$ cat src/rtl/pll_acq_pkg.sv
// Shared definitions for the PLL acquisition sequencer: state encodings,
// gear (lgcoeff) width and the saturating |err| helper.
package pll_acq_pkg;

    localparam int LG_W  = 5;
    localparam int ABS_W = 16;

    localparam logic [2:0] ST_IDLE    = 3'd0;
    localparam logic [2:0] ST_LOAD    = 3'd1;
    localparam logic [2:0] ST_ACQUIRE = 3'd2;
    localparam logic [2:0] ST_LOCKED  = 3'd3;

    // |v| with the most negative code folded onto the most positive one
    function automatic logic [ABS_W-1:0] sat_abs(input logic signed [ABS_W-1:0] v);
        if (v == {1'b1, {(ABS_W-1){1'b0}}})
            return {1'b0, {(ABS_W-1){1'b1}}};
        else if (v[ABS_W-1])
            return ABS_W'(-v);
        else
            return v;
    endfunction

endpackage

$ cat src/rtl/err_peak_window.sv
// Tracks the peak |err| over a window of 2^DWELL_LG ce strobes. The done
// pulse and peak are combinational so the caller decides on the cycle of
// the last strobe using a peak that already includes that sample.
module err_peak_window
    import pll_acq_pkg::*;
#(
    parameter int DWELL_LG = 10
) (
    input  logic             i_clk,
    input  logic             i_reset,
    input  logic             i_ce,
    input  logic [ABS_W-1:0] i_err,
    input  logic             i_clear,
    output logic             o_window_done,
    output logic [ABS_W-1:0] o_peak
);

    logic [DWELL_LG-1:0] r_cnt;
    logic [ABS_W-1:0]    r_peak;
    logic [ABS_W-1:0]    w_abs;
    logic                w_take;

    assign w_abs         = sat_abs($signed(i_err));
    assign w_take        = i_ce && !i_clear;
    assign o_peak        = (w_take && (w_abs > r_peak)) ? w_abs : r_peak;
    assign o_window_done = w_take && (r_cnt == '1);

    // Sample counter wraps naturally at window end; clear discards the window
    always_ff @(posedge i_clk or posedge i_reset) begin
        if (i_reset) begin
            r_cnt  <= '0;
            r_peak <= '0;
        end else if (i_clear) begin
            r_cnt  <= '0;
            r_peak <= '0;
        end else if (i_ce) begin
            r_cnt  <= r_cnt + 1'b1;
            r_peak <= o_window_done ? '0 : o_peak;
        end
    end

endmodule

$ cat src/rtl/pll_acq_ctrl.sv
// Acquisition/lock sequencer for the shared dblcordicpll: loads the nominal
// step, gear-shifts lgcoeff from LG_START to LG_FINAL as windows pass,
// declares lock and re-acquires when the error blows up.
// Optional: define PLL_ACQ_CTRL_BACKOFF_EN to widen the bandwidth by one
// gear after STALL_WINDOWS consecutive failing windows in ACQUIRE.
module pll_acq_ctrl
    import pll_acq_pkg::*;
#(
    parameter int              STEP_W        = 31,
    parameter int              ERR_W         = 16,
    parameter logic [LG_W-1:0] LG_START      = 5'd4,
    parameter logic [LG_W-1:0] LG_FINAL      = 5'd12,
    parameter int              DWELL_LG      = 10,
    parameter logic [ERR_W-1:0] LOCK_THRESH   = 16'd512,
    parameter logic [ERR_W-1:0] UNLOCK_THRESH = 16'd4096,
    parameter int              STALL_WINDOWS = 8
) (
    input  logic              i_clk,
    input  logic              i_reset,
    input  logic              i_enable,
    input  logic [STEP_W-1:0] i_nominal_step,
    input  logic              i_ce,
    input  logic [ERR_W-1:0]  i_err,
    output logic              o_ld,
    output logic [STEP_W-1:0] o_step,
    output logic [LG_W-1:0]   o_lgcoeff,
    output logic              o_locked,
    output logic              o_lost,
    output logic [2:0]        o_state
);

    if (LG_FINAL < LG_START) begin : g_bad_gears
        $error("LG_FINAL must be >= LG_START");
    end
    if (STALL_WINDOWS < 1) begin : g_bad_stall
        $error("STALL_WINDOWS must be >= 1");
    end

    logic [2:0]        r_state;
    logic              r_ld;
    logic [STEP_W-1:0] r_step;
    logic [LG_W-1:0]   r_lg;
    logic              r_locked;
    logic              r_lost;

    logic              w_clear;
    logic              w_done;
    logic [ABS_W-1:0]  w_peak;
    logic              w_pass;
    logic              w_backoff;

    // Window only runs while tracking; LOAD, IDLE and a dropping enable
    // all discard it (and LOAD drops any coincident strobe)
    assign w_clear = !i_enable || ((r_state != ST_ACQUIRE) && (r_state != ST_LOCKED));
    assign w_pass  = (w_peak < LOCK_THRESH);

    err_peak_window #(
        .DWELL_LG (DWELL_LG)
    ) u_win (
        .i_clk         (i_clk),
        .i_reset       (i_reset),
        .i_ce          (i_ce),
        .i_err         (i_err),
        .i_clear       (w_clear),
        .o_window_done (w_done),
        .o_peak        (w_peak)
    );

`ifdef PLL_ACQ_CTRL_BACKOFF_EN
    localparam int STALL_W = $clog2(STALL_WINDOWS + 1);
    logic [STALL_W-1:0] r_stall;
    logic               w_stall_hit;

    assign w_stall_hit = (r_stall == STALL_W'(STALL_WINDOWS - 1));
    assign w_backoff   = w_stall_hit;

    // Consecutive failing windows at the current gear; restarts on pass,
    // on a gear change (including a floored back-off) and outside ACQUIRE
    always_ff @(posedge i_clk or posedge i_reset) begin
        if (i_reset)
            r_stall <= '0;
        else if (!i_enable || (r_state != ST_ACQUIRE))
            r_stall <= '0;
        else if (w_done)
            r_stall <= (w_pass || w_stall_hit) ? '0 : r_stall + 1'b1;
    end
`else
    assign w_backoff = 1'b0;
`endif

    // Sequencer FSM; enable drop outranks any window decision
    always_ff @(posedge i_clk or posedge i_reset) begin
        if (i_reset) begin
            r_state  <= ST_IDLE;
            r_ld     <= 1'b0;
            r_step   <= '0;
            r_lg     <= LG_START;
            r_locked <= 1'b0;
            r_lost   <= 1'b0;
        end else begin
            r_ld   <= 1'b0;
            r_lost <= 1'b0;
            if (!i_enable) begin
                r_state  <= ST_IDLE;
                r_lg     <= LG_START;
                r_locked <= 1'b0;
            end else begin
                case (r_state)
                    ST_IDLE: begin
                        r_state <= ST_LOAD;
                        r_lg    <= LG_START;
                    end
                    ST_LOAD: begin
                        r_ld    <= 1'b1;
                        r_step  <= i_nominal_step;
                        r_lg    <= LG_START;
                        r_state <= ST_ACQUIRE;
                    end
                    ST_ACQUIRE: begin
                        if (w_done) begin
                            if (w_pass) begin
                                if (r_lg < LG_FINAL) begin
                                    r_lg <= r_lg + 1'b1;
                                end else begin
                                    r_state  <= ST_LOCKED;
                                    r_locked <= 1'b1;
                                end
                            end else if (w_backoff && (r_lg > LG_START)) begin
                                r_lg <= r_lg - 1'b1;
                            end
                        end
                    end
                    ST_LOCKED: begin
                        if (w_done && (w_peak >= UNLOCK_THRESH)) begin
                            r_locked <= 1'b0;
                            r_lost   <= 1'b1;
                            r_state  <= ST_LOAD;
                        end
                    end
                    default: r_state <= ST_IDLE;
                endcase
            end
        end
    end

    assign o_ld      = r_ld;
    assign o_step    = r_step;
    assign o_lgcoeff = r_lg;
    assign o_locked  = r_locked;
    assign o_lost    = r_lost;
    assign o_state   = r_state;

endmodule

$ cat config.mk
export PLATFORM = sky130hd
export DESIGN_NAME = pll_acq_ctrl
export DESIGN_NICKNAME = d
export VERILOG_FILES = /design/src/rtl/pll_acq_pkg.sv /design/src/rtl/err_peak_window.sv /design/src/rtl/pll_acq_ctrl.sv
export SDC_FILE = /design/constraint.sdc
export NUM_CORES = 1
export LEC_CHECK = 0
export ABC_AREA = 1
export BUFFER_PORTS_ARGS = -buffer_cell sky130_fd_sc_hd__buf_4
export CAP_MARGIN = 0
export CORE_MARGIN = 2
export CORE_UTILIZATION = 25
export CTS_CLUSTER_SIZE = 28
export DETAILED_ROUTE_END_ITERATION = 10
export SYNTH_ARGS = -nofsm -noshare
export SYNTH_HDL_FRONTEND = slang
export SYNTH_SLANG_ARGS = --single-unit
$ cat constraint.sdc
create_clock -name i_clk -period 2.45 [get_ports i_clk]
set_clock_uncertainty 0.05 [all_clocks]
set_input_delay 0.1225 -clock i_clk [delete_from_list [all_inputs] [get_ports i_clk]]
set_output_delay 0.1225 -clock i_clk [all_outputs]
set_load 0.005 [all_outputs]
# Word level (Yosys, flattened, before mapping)
# Index checks and enable logic that the tools add are counted.
[op_classes] n_eq_ne=14 n_mux=30 n_reduce_logical=15 n_lt_le_gt_ge=4 n_addsub=3
[ops] cell="two-way mux 16 bit" n=6
[ops] cell="two-way mux 10 bit" n=2
[ops] cell="two-way mux 5 bit" n=4
[ops] cell="== test 16 bit (second input constant)" n=1
[ops] cell=">= comparator 16 x 13 -> 1 bit (second input constant)" n=1
[ops] cell="greater-than comparator 16 bit" n=1
[ops] cell="< comparator 16 x 10 -> 1 bit (second input constant)" n=1
[ops] cell="negation 16 bit" n=1
[ops] cell="two-way mux 3 bit" n=5
[ops] cell="inequality test 3 x 2 -> 1 bit (second input constant)" n=4
[ops] cell="inequality test 3 bit (second input constant)" n=4
[ops] cell="case mux 3 bit (4 select lines)" n=1
[ops] cell="adder 10 x 1 -> 10 bit (second input constant)" n=1
[ops] cell="== test 10 bit (second input constant)" n=1
[ops] cell="two-way mux 1 bit" n=10
[ops] cell="case mux 5 bit (2 select lines)" n=1
[ops] cell="AND reduction 4 bit" n=2
[ops] cell="== test 3 x 2 -> 1 bit (second input constant)" n=2
[ops] cell="adder 5 x 1 -> 5 bit (second input constant)" n=1
[ops] cell="logical AND 1 bit" n=5
[ops] cell="< comparator 5 x 4 -> 1 bit (second input constant)" n=1
[ops] cell="AND reduction 5 bit" n=1
[ops] cell="== test 3 x 1 -> 1 bit (second input constant)" n=1
[ops] cell="logical NOT 3 bit" n=1
[ops] cell="7 further kinds" n=8
[word_totals] reg_bits=68 inputBits=51 wordCells=74 output_inout_bits=42

# Longest topological paths before layout
# Gate-level depths: netlist of the first run.
[logic_depth] depth_word=12 mapped_depth=28 depth_no_buf=27

# Cells and area by module
# From an unflattened synthesis of the first run, not the netlist that was laid out.
[unflattened] hier_cells=587 area_unflattened_um2=4157.7
[modules_own_cells] mod="err_peak_window" n_inst=1 cells_per_inst=367 area_each_um2=2359.8 seq_area_each_um2=650.6
[modules_own_cells] mod="pll_acq_ctrl" n_inst=1 cells_per_inst=220 area_each_um2=1798.0 seq_area_each_um2=1027.2

# Worst setup path before layout of the first run
# OpenSTA, ideal clock, no wires.
[synth_path] kind="input to register" startpoint="input i_err[0]" endpoint="register r_state[0], in the netlist o_state[0]" arrival_time_ns=2.720 required_ns=2.283 setup_time_ns=0.117 cell_stages=25 n_path_buf=2 slack_ns=-0.437 cell_sequence="inv_1 ha_1 nand2_1 nor2_2 nand4_1 buf_2 nand2_1 nor2_1 inv_1 ha_1 a21oi_1 nand2_1 a21oi_2 nand2_2 nand2_4 buf_6 nand2_1 nand2_2 nand3_1 nor2_2 nand2_4 nand2_4 nand3_1 nand2_1 nand2_1"
[synth_between] elab_chain_cells=10 elab_cells_between_ends=13 cone_classes="1 x add/sub; 3 x order compare; 3 x eq/ne; 3 x mux; 3 x reduce/logical"
[synth_lines] item="start, declared" line_no="pll_acq_ctrl.sv:23" rtl="input logic [ERR_W-1:0] i_err,"
[synth_lines] item="negation 16 bit" line_no="pll_acq_pkg.sv:18" rtl="return ABS_W'(-v);"
[synth_lines] item="two-way mux 16 bit" line_no="pll_acq_pkg.sv:17" rtl="else if (v[ABS_W-1])"
[synth_lines] item="two-way mux 16 bit *" line_no="pll_acq_pkg.sv:15" rtl="if (v == {1'b1, {(ABS_W-1){1'b0}}})"
[synth_lines] item="greater-than comparator 16 bit" line_no="err_peak_window.sv:25" rtl="assign o_peak = (w_take && (w_abs > r_peak)) ? w_abs : r_peak;"
[synth_lines] item="logical AND 1 bit" line_no="err_peak_window.sv:25"
[synth_lines] item="two-way mux 16 bit *" line_no="err_peak_window.sv:25"
[synth_lines] item=">= comparator 16 x 13 -> 1 bit" line_no="pll_acq_ctrl.sv:134" rtl="if (w_done && (w_peak >= UNLOCK_THRESH)) begin"
[synth_lines] item="logical AND 1 bit" line_no="pll_acq_ctrl.sv:134"
[synth_lines] item="inequality test 3 bit (no line)"
[synth_lines] item="AND reduction 4 bit (no line) *"
[synth_lines] item="end signal, assigned" line_no="pll_acq_ctrl.sv:125" rtl="r_state <= ST_LOCKED;"
[synth_lines] item="end signal, assigned" line_no="pll_acq_ctrl.sv:137" rtl="r_state <= ST_LOAD;"
[synth_lines] item="end signal, assigned" line_no="pll_acq_ctrl.sv:140" rtl="default: r_state <= ST_IDLE;"
[synth_lines] item="end, declared" line_no="pll_acq_ctrl.sv:39" rtl="logic [2:0] r_state;"
# Mark *: on every way between the ends. The rest lies on a longest branch, timed or not.
# A chain may end at the register's enable or synchronous reset.

# Worst setup path after layout of the first run
[layout_path] startpoint="input i_err[1]" endpoint="register r_lg[1], in the netlist o_lgcoeff[1]"
[layout_between] elab_chain_cells=9 elab_cells_between_ends=10 cone_classes="1 x add/sub; 2 x order compare; 2 x eq/ne; 3 x mux; 2 x reduce/logical"
[layout_lines] item="negation 16 bit" line_no="pll_acq_pkg.sv:18"
[layout_lines] item="two-way mux 16 bit" line_no="pll_acq_pkg.sv:17"
[layout_lines] item="two-way mux 16 bit *" line_no="pll_acq_pkg.sv:15"
[layout_lines] item="greater-than comparator 16 bit" line_no="err_peak_window.sv:25"
[layout_lines] item="logical AND 1 bit" line_no="err_peak_window.sv:25"
[layout_lines] item="two-way mux 16 bit *" line_no="err_peak_window.sv:25"
[layout_lines] item="< comparator 16 x 10 -> 1 bit *" line_no="pll_acq_ctrl.sv:55" rtl="assign w_pass = (w_peak < LOCK_THRESH);"
[layout_lines] item="inequality test 3 bit (no line) *"
[layout_lines] item="AND reduction 4 bit (no line) *"
[layout_lines] item="end signal, assigned" line_no="pll_acq_ctrl.sv:123" rtl="r_lg <= r_lg + 1'b1;"
[layout_lines] item="end signal, assigned" line_no="pll_acq_ctrl.sv:129" rtl="r_lg <= r_lg - 1'b1;"
[layout_lines] item="end, declared" line_no="pll_acq_ctrl.sv:42" rtl="logic [LG_W-1:0] r_lg;"
# Marked as above.

==> results.toml, run 1 <==
[outcome]
status = "finished with violations"
failed_checks = "setup timing"

[placed_design]
placedInstanceArea_sq_um = 5610
io_buffers = 91
gp_congestion = 0.790
dp_hpwl_mm = 7.56
pre_cts_ws_ns = -0.696
numPlacedInstances = 909

[power]
seqPwrFrac_pct = 34.2
p_switching_uw = 1540
ir_drop_mv = 0.350
cellLeakagePower_uw = 0.00334
p_clk_share_pct = 27.7
power-per-cell-area_nw_per_um2 = 706
p_int_uw = 3130
swShare_pct = 32.9
comb_power_share_pct = 38.1

[timing]
setup_violations = 9
timing.fmax_ghz = 0.381
slew_viol_final = 0
fin_setup_tns_ns = -1.26
fin_crit_sh_pct = 107
period_needed_ns = 2.62
rsz0062_at_grt = "yes"
worst_pin_slew_ns = 0.966
hold_violations = 0
slew_headroom_pct = 35.5
fin_ws_ns = -0.172

[routing]
vias = 4064
first_pass_iters = 4
wl_per_cell_um = 11.3
drc = 0
vias_per_cell = 4.21
drtIter0Drc = 167
wirelength_mm = 10.9
antenna_left = 0

[global_route]
grt.met1_usage_pct = 15.8
top_usage_layer = "met2"
antenna_found_initial = 0
use_met2_pct = 23.0
grt_max_degree = 36
grt_pass1_vias = 4129
grtUsageMet3_pct = 3.84
grt_overflow = 0
grt_usage_pct = 13.0
grt_pass1_wl_mm = 18.7

[synth]
syn_avg_cell_area_sq_um = 7.42
ys_async_sr_fraction_pct = 100
synth.area.top_cells = "dfrtp_1, nand2_1, ha_1"
synth-seq-area-share_pct = 41.1
ys_ff_latch = 67
synth.largest_area_cell = "dfrtp_1"
yosys_warnings = 0
syn_inst = 550
syn_area_sq_um = 4080
synth_top_area_share_pct = 40.5
synth_fp_nets = 624
yosysUniqueCellTypes = 38
synth_ff_type = "dfrtp_1"
synth_edf_count = 0

[clocking]
cts_sinks = 67
clkLatencyLatePin_ns = 0.33
cts_tree = "yes"
clk_path_buf_depth = 2
cts_made_buffers = 9
cts-root-buf = "clkbuf_16"
h-tree-depth = 3
clk_pin_slew_worst_paths_ns = 0.05

[die]
die_y_um = 132
core_sq_um = 15900
dieArea_sq_um = 17400
ios = 93
chipWidth_um = 132
rows = 46
start_util_pct = 25.6

[layout]
multi_input_area_sq_um = 2450
fill_cells = 1614
final_cell_mix = "nand2_1, buf_4, dfrtp_1"
seqCellArea_sq_um = 1680
final_common_cell = "nand2_1"
layout.nets = 819
final_layout_size_suffix_gt1_share_pct = 36.2
syn2layout_area_growth_pct = 62.0
stdcell_area_sq_um = 6610
final_cells = 965
n_antenna_cell = 0
fin_util_pct = 41.5

[critical_path]
cp-end-kind = "register"
start_kind = "primary input"
r2r_cells = 18
crit_type = "in -> reg"
cp.arrival_ns = 2.79
cp.required_ns = 2.62
crit_fanout = 6

[flow_run]
maxCapViolCount = 0

[min_path]
hold_path.class = "in -> reg"
hold_depth = 4
[path summary, 6_finish.rpt]
check / start / to / slack, ns
setup / recovery: i_err[1] / o_lgcoeff[1]$_DFFE_PP0P_ / -0.17
hold / removal: i_ce / u_win.r_cnt[1]$_DFFE_PP0P_ / 0.09
setup reg to reg: u_win.r_peak[15]$_DFFE_PP0P_ / o_lgcoeff[1]$_DFFE_PP0P_ / 0.04
hold reg to reg: o_step[12]$_DFFE_PP0P_ / o_step[12]$_DFFE_PP0P_ / 0.43
max in group asynchronous: i_reset / o_lgcoeff[2]$_DFFE_PP1P_ / 1.21
min in group asynchronous: i_reset / o_step[6]$_DFFE_PP0P_ / 0.42
[synth_stat cells, types with 3 or more instances]
cell and number:
o21ai_1 3, o21ai_0 14, nand4_1 9, nor3_1 8, nor2_2 4, a21oi_1 16
clkbuf_1 7, o22ai_1 4, inv_1 69, dfrtp_1 66, nor2_1 51, nand2_1 194
ha_1 23, xor2_1 8, nand3_1 34, nand2_2 5, nand2_4 4, nor4_1 3
[timing repair]
item | 4_1_cts | 5_1_grt
gates resized for setup | 38 | 46
hold endpoints to repair | 63 | 0
pin swaps | 18 | 20
setup buffers | 3 | 4
hold buffers | 32 | 0
setup endpoints to repair | 18 | 20
gates cloned | 2 | 1
[per-stage QoR]
step	power (uW)	hold slack, ns
2_1_floorplan	2400	0.182
3_3_place_gp	3200	0.249
3_5_place_dp	3220	0.254
4_1_cts	4650	0.0487
5_1_grt	5020	0.110
6_report	4670	0.0922
[logic make-up after synthesis]
logic type | synth area share [%]
and+or+nand+nor | 33.9
other | 0.0919
AOI/OAI and AO/OA | 7.27
DFF | 41.1
buffers and inverters | 8.46
adders and majority gates | 7.05
xor gates and xnor gates | 2.15
[routing by layer]
layer / up-vias / routed length (um) / share of wire (%)
li1: 2115 / - / -
met1: 1882 / 4930 / 45
met2: 62 / 5450 / 50
met3: 5 / 398 / 3.7
met4: 0 / 87 / 0.80
met5: - / 0 / 0
[power groups by stage]
| stage | Sequential (uW) | Combinational [uW] | Clock [uW] |
|---|---|---|---|
| floorplan | 1600 | 798 | 0 |
| finish | 1600 | 1780 | 1290 |
| CTS | 1590 | 1720 | 1350 |
| detailed placement | 1600 | 1620 | 0 |
| global route | 1640 | 2000 | 1390 |
| global placement | 1600 | 1600 | 0 |
[layout make-up]
cell class,count,share of cell area [%]
clock buffer,13,3.94
clock inverter,2,0.530
timing repair buffer,195,24.4
multi-input combinational,399,37.0
inverter,73,4.69
tap,216,4.09
sequential,67,25.4
[worst max-delay path: stages]
cell and delay, ns:
buf_8 0.09, inv_12 0.03, ha_4 0.15, nand2_4 0.08, nor2_4 0.05, nand4_1 0.17, buf_6 0.19, nand2_2 0.07
nor2_4 0.11, inv_2 0.05, ha_4 0.27, nand2_1 0.06, nor2_2 0.09, nand2_2 0.09, inv_2 0.07, nand2_4 0.07
buf_6 0.12, a21oi_4 0.15, nand2_2 0.07, nand2_2 0.08, nand3_2 0.09, nor2_4 0.13, nand2_4 0.07, nand2_4 0.10
nand2_4 0.08, nand2_2 0.07, o21ai_2 0.05
[state kept, by name, indices dropped and copies added, names as in the netlist]
register	cells
o_state	2
o_lost	1
u_win.r_cnt	10
u_win.r_peak	16
o_step	31
o_ld	1
o_locked	1
o_lgcoeff	5
Power figures use the tool's default switching activity.
==> run 2, diff against run 1 <==
- CTS_BUF_LIST: unset -> sky130_fd_sc_hd__clkbuf_4 sky130_fd_sc_hd__clkbuf_8 sky130_fd_sc_hd__clkbuf_16
- RECOVER_POWER: unset -> 25
==> results.toml, run 2 (synthesized netlist as in run 1, its figures left out) <==
[layout]
syn2layout_area_growth_pct = 61.8
final_cells = 965
fill_cells = 1615
final_layout_size_suffix_gt1_share_pct = 35.9
layout.nets = 819
final_cell_mix = "nand2_1, buf_4, dfrtp_1"
final_common_cell = "nand2_1"
fin_util_pct = 41.4
n_antenna_cell = 0
largest_register_ffs = 31
stdcell_area_sq_um = 6600

[power]
cellLeakagePower_uw = 0.00332
p_switching_uw = 1530
comb_power_share_pct = 37.4
power-per-cell-area_nw_per_um2 = 703
swShare_pct = 33.0
ir_drop_mv = 0.343
power_uw = 4640
seqPwrFrac_pct = 34.2
p_int_uw = 3110
p_clk_share_pct = 28.4

[die]
dieArea_sq_um = 17400
core_sq_um = 15900
chipWidth_um = 132
die_y_um = 132
rows = 46
ios = 93
start_util_pct = 25.6

[critical_path]
cp.required_ns = 2.62
cp.arrival_ns = 2.79
crit_type = "in -> reg"
cp-end-kind = "register"
rr_startpoint = "u_win.r_peak[15]$_DFFE_PP0P_"
crit_fanout = 6
crit_start = "i_err[1]"
start_kind = "primary input"

[timing]
slew_headroom_pct = 35.2
worst_pin_slew_ns = 0.972
hold_violations = 0
timing.fmax_ghz = 0.381
fin_crit_sh_pct = 107
setup_violations = 9
period_needed_ns = 2.62
rsz0062_at_grt = "yes"
slew_viol_final = 0
fin_ws_ns = -0.171
hold_ws_ns = 0.0924

[global_route]
grt_overflow = 0
antenna_found_initial = 0
grt_max_degree = 36
grt_pass1_wl_mm = 18.7
grt_usage_pct = 13.0
grt_pass1_vias = 4128

[routing]
drc = 0
first_pass_iters = 4
antenna_left = 0
wl_per_cell_um = 11.2
dr_wl_met2_mm = 5.43
routed-wl-met3_um = 330
vias = 4063
highest_layer = "met4"
vias_per_cell = 4.21
wl_met1_mm = 4.98
drtIter0Drc = 169
wirelength_mm = 10.8

[flow_run]
maxCapViolCount = 0

[clocking]
cts-root-buf = "clkbuf_16"
clkLatencyLatePin_ns = 0.33
cts_sinks = 67
cts_tree = "yes"
cts_made_buffers = 9
clk_pin_slew_worst_paths_ns = 0.05
h-tree-depth = 3
clk_path_buf_depth = 2

[placed_design]
placedInstanceArea_sq_um = 5610
numPlacedInstances = 909
gp_congestion = 0.790
dp_hpwl_mm = 7.56
io_buffers = 91

[outcome]
failed_checks = "setup timing"
status = "finished with violations"

[min_path]
hp-start = "i_ce"
hold_path.class = "in -> reg"
run 2: path summary, 6_finish.rpt:
| path | to | slack, ns | cells past startpoint |
|---|---|---|---|
| setup / recovery | o_lgcoeff[1]$_DFFE_PP0P_ | -0.17 | 27 |
| hold / removal | u_win.r_cnt[1]$_DFFE_PP0P_ | 0.09 | 4 |
| setup reg to reg | o_lgcoeff[1]$_DFFE_PP0P_ | 0.04 | 18 |
| hold reg to reg | o_locked$_DFFE_PP0P_ | 0.43 | 2 |
| max in group asynchronous | o_lgcoeff[2]$_DFFE_PP1P_ | 1.21 | 4 |
| min in group asynchronous | o_step[6]$_DFFE_PP0P_ | 0.42 | 3 |
run 2: per-layer routing:
layer	up-vias	GRT usage [%]
met5	-	0
met1	1885	15.9
li1	2113	-
met4	0	2.60
met2	59	22.9
met3	6	3.84
run 2: layout make-up:
type / count / area [sq um] / area share [%]
well taps: 216 / 270 / 4.09
inverters: 73 / 310 / 4.70
flip-flops and latches: 67 / 1680 / 25.4
repair buffers: 195 / 1600 / 24.2
multi-input cells: 399 / 2450 / 37.0
clock buffers: 13 / 268 / 4.06
clock inverters: 2 / 35.0 / 0.531
run 2: worst max-delay path, cell delays in order:
cell and delay (ns):
buf_8 0.09, inv_12 0.03, ha_4 0.15, nand2_4 0.08
nor2_4 0.05, nand4_1 0.17, buf_6 0.19, nand2_2 0.07
nor2_4 0.11, inv_2 0.05, ha_4 0.27, nand2_1 0.06
nor2_2 0.09, nand2_2 0.09, inv_2 0.07, nand2_4 0.07
buf_6 0.12, a21oi_4 0.15, nand2_2 0.07, nand2_2 0.08
nand3_2 0.08, nor2_4 0.13, nand2_4 0.07, nand2_4 0.10
nand2_4 0.08, nand2_2 0.07, o21ai_2 0.05
run 2: power by group through the flow:
stage / sequential (uW) / combinational (uW) / clock [uW]
5_1_grt: 1630 / 1950 / 1410
2_1_floorplan: 1600 / 798 / 0
3_3_place_gp: 1600 / 1600 / 0
4_1_cts: 1590 / 1720 / 1370
3_5_place_dp: 1600 / 1620 / 0
6_report: 1590 / 1730 / 1320
run 2: through the flow:
stage | setup slack, ns | TNS, ns
after global routing | -0.358 | -3.86
after global placement | -0.676 | -10.93
after floorplan | -0.251 | -2.17
after detailed placement | -0.696 | -11.08
after CTS | -0.0766 | -0.514
final | -0.171 | -1.26
run 2: repair_timing:
item                                    4_1_cts  5_1_grt
gates cloned                                  2        1
resized for setup                            38       46
hold endpoints to repair                     63        0
setup buffers                                 3        4
hold buffers                                 32        0
endpoints found under the setup margin       18       20
pin swaps                                    18       20
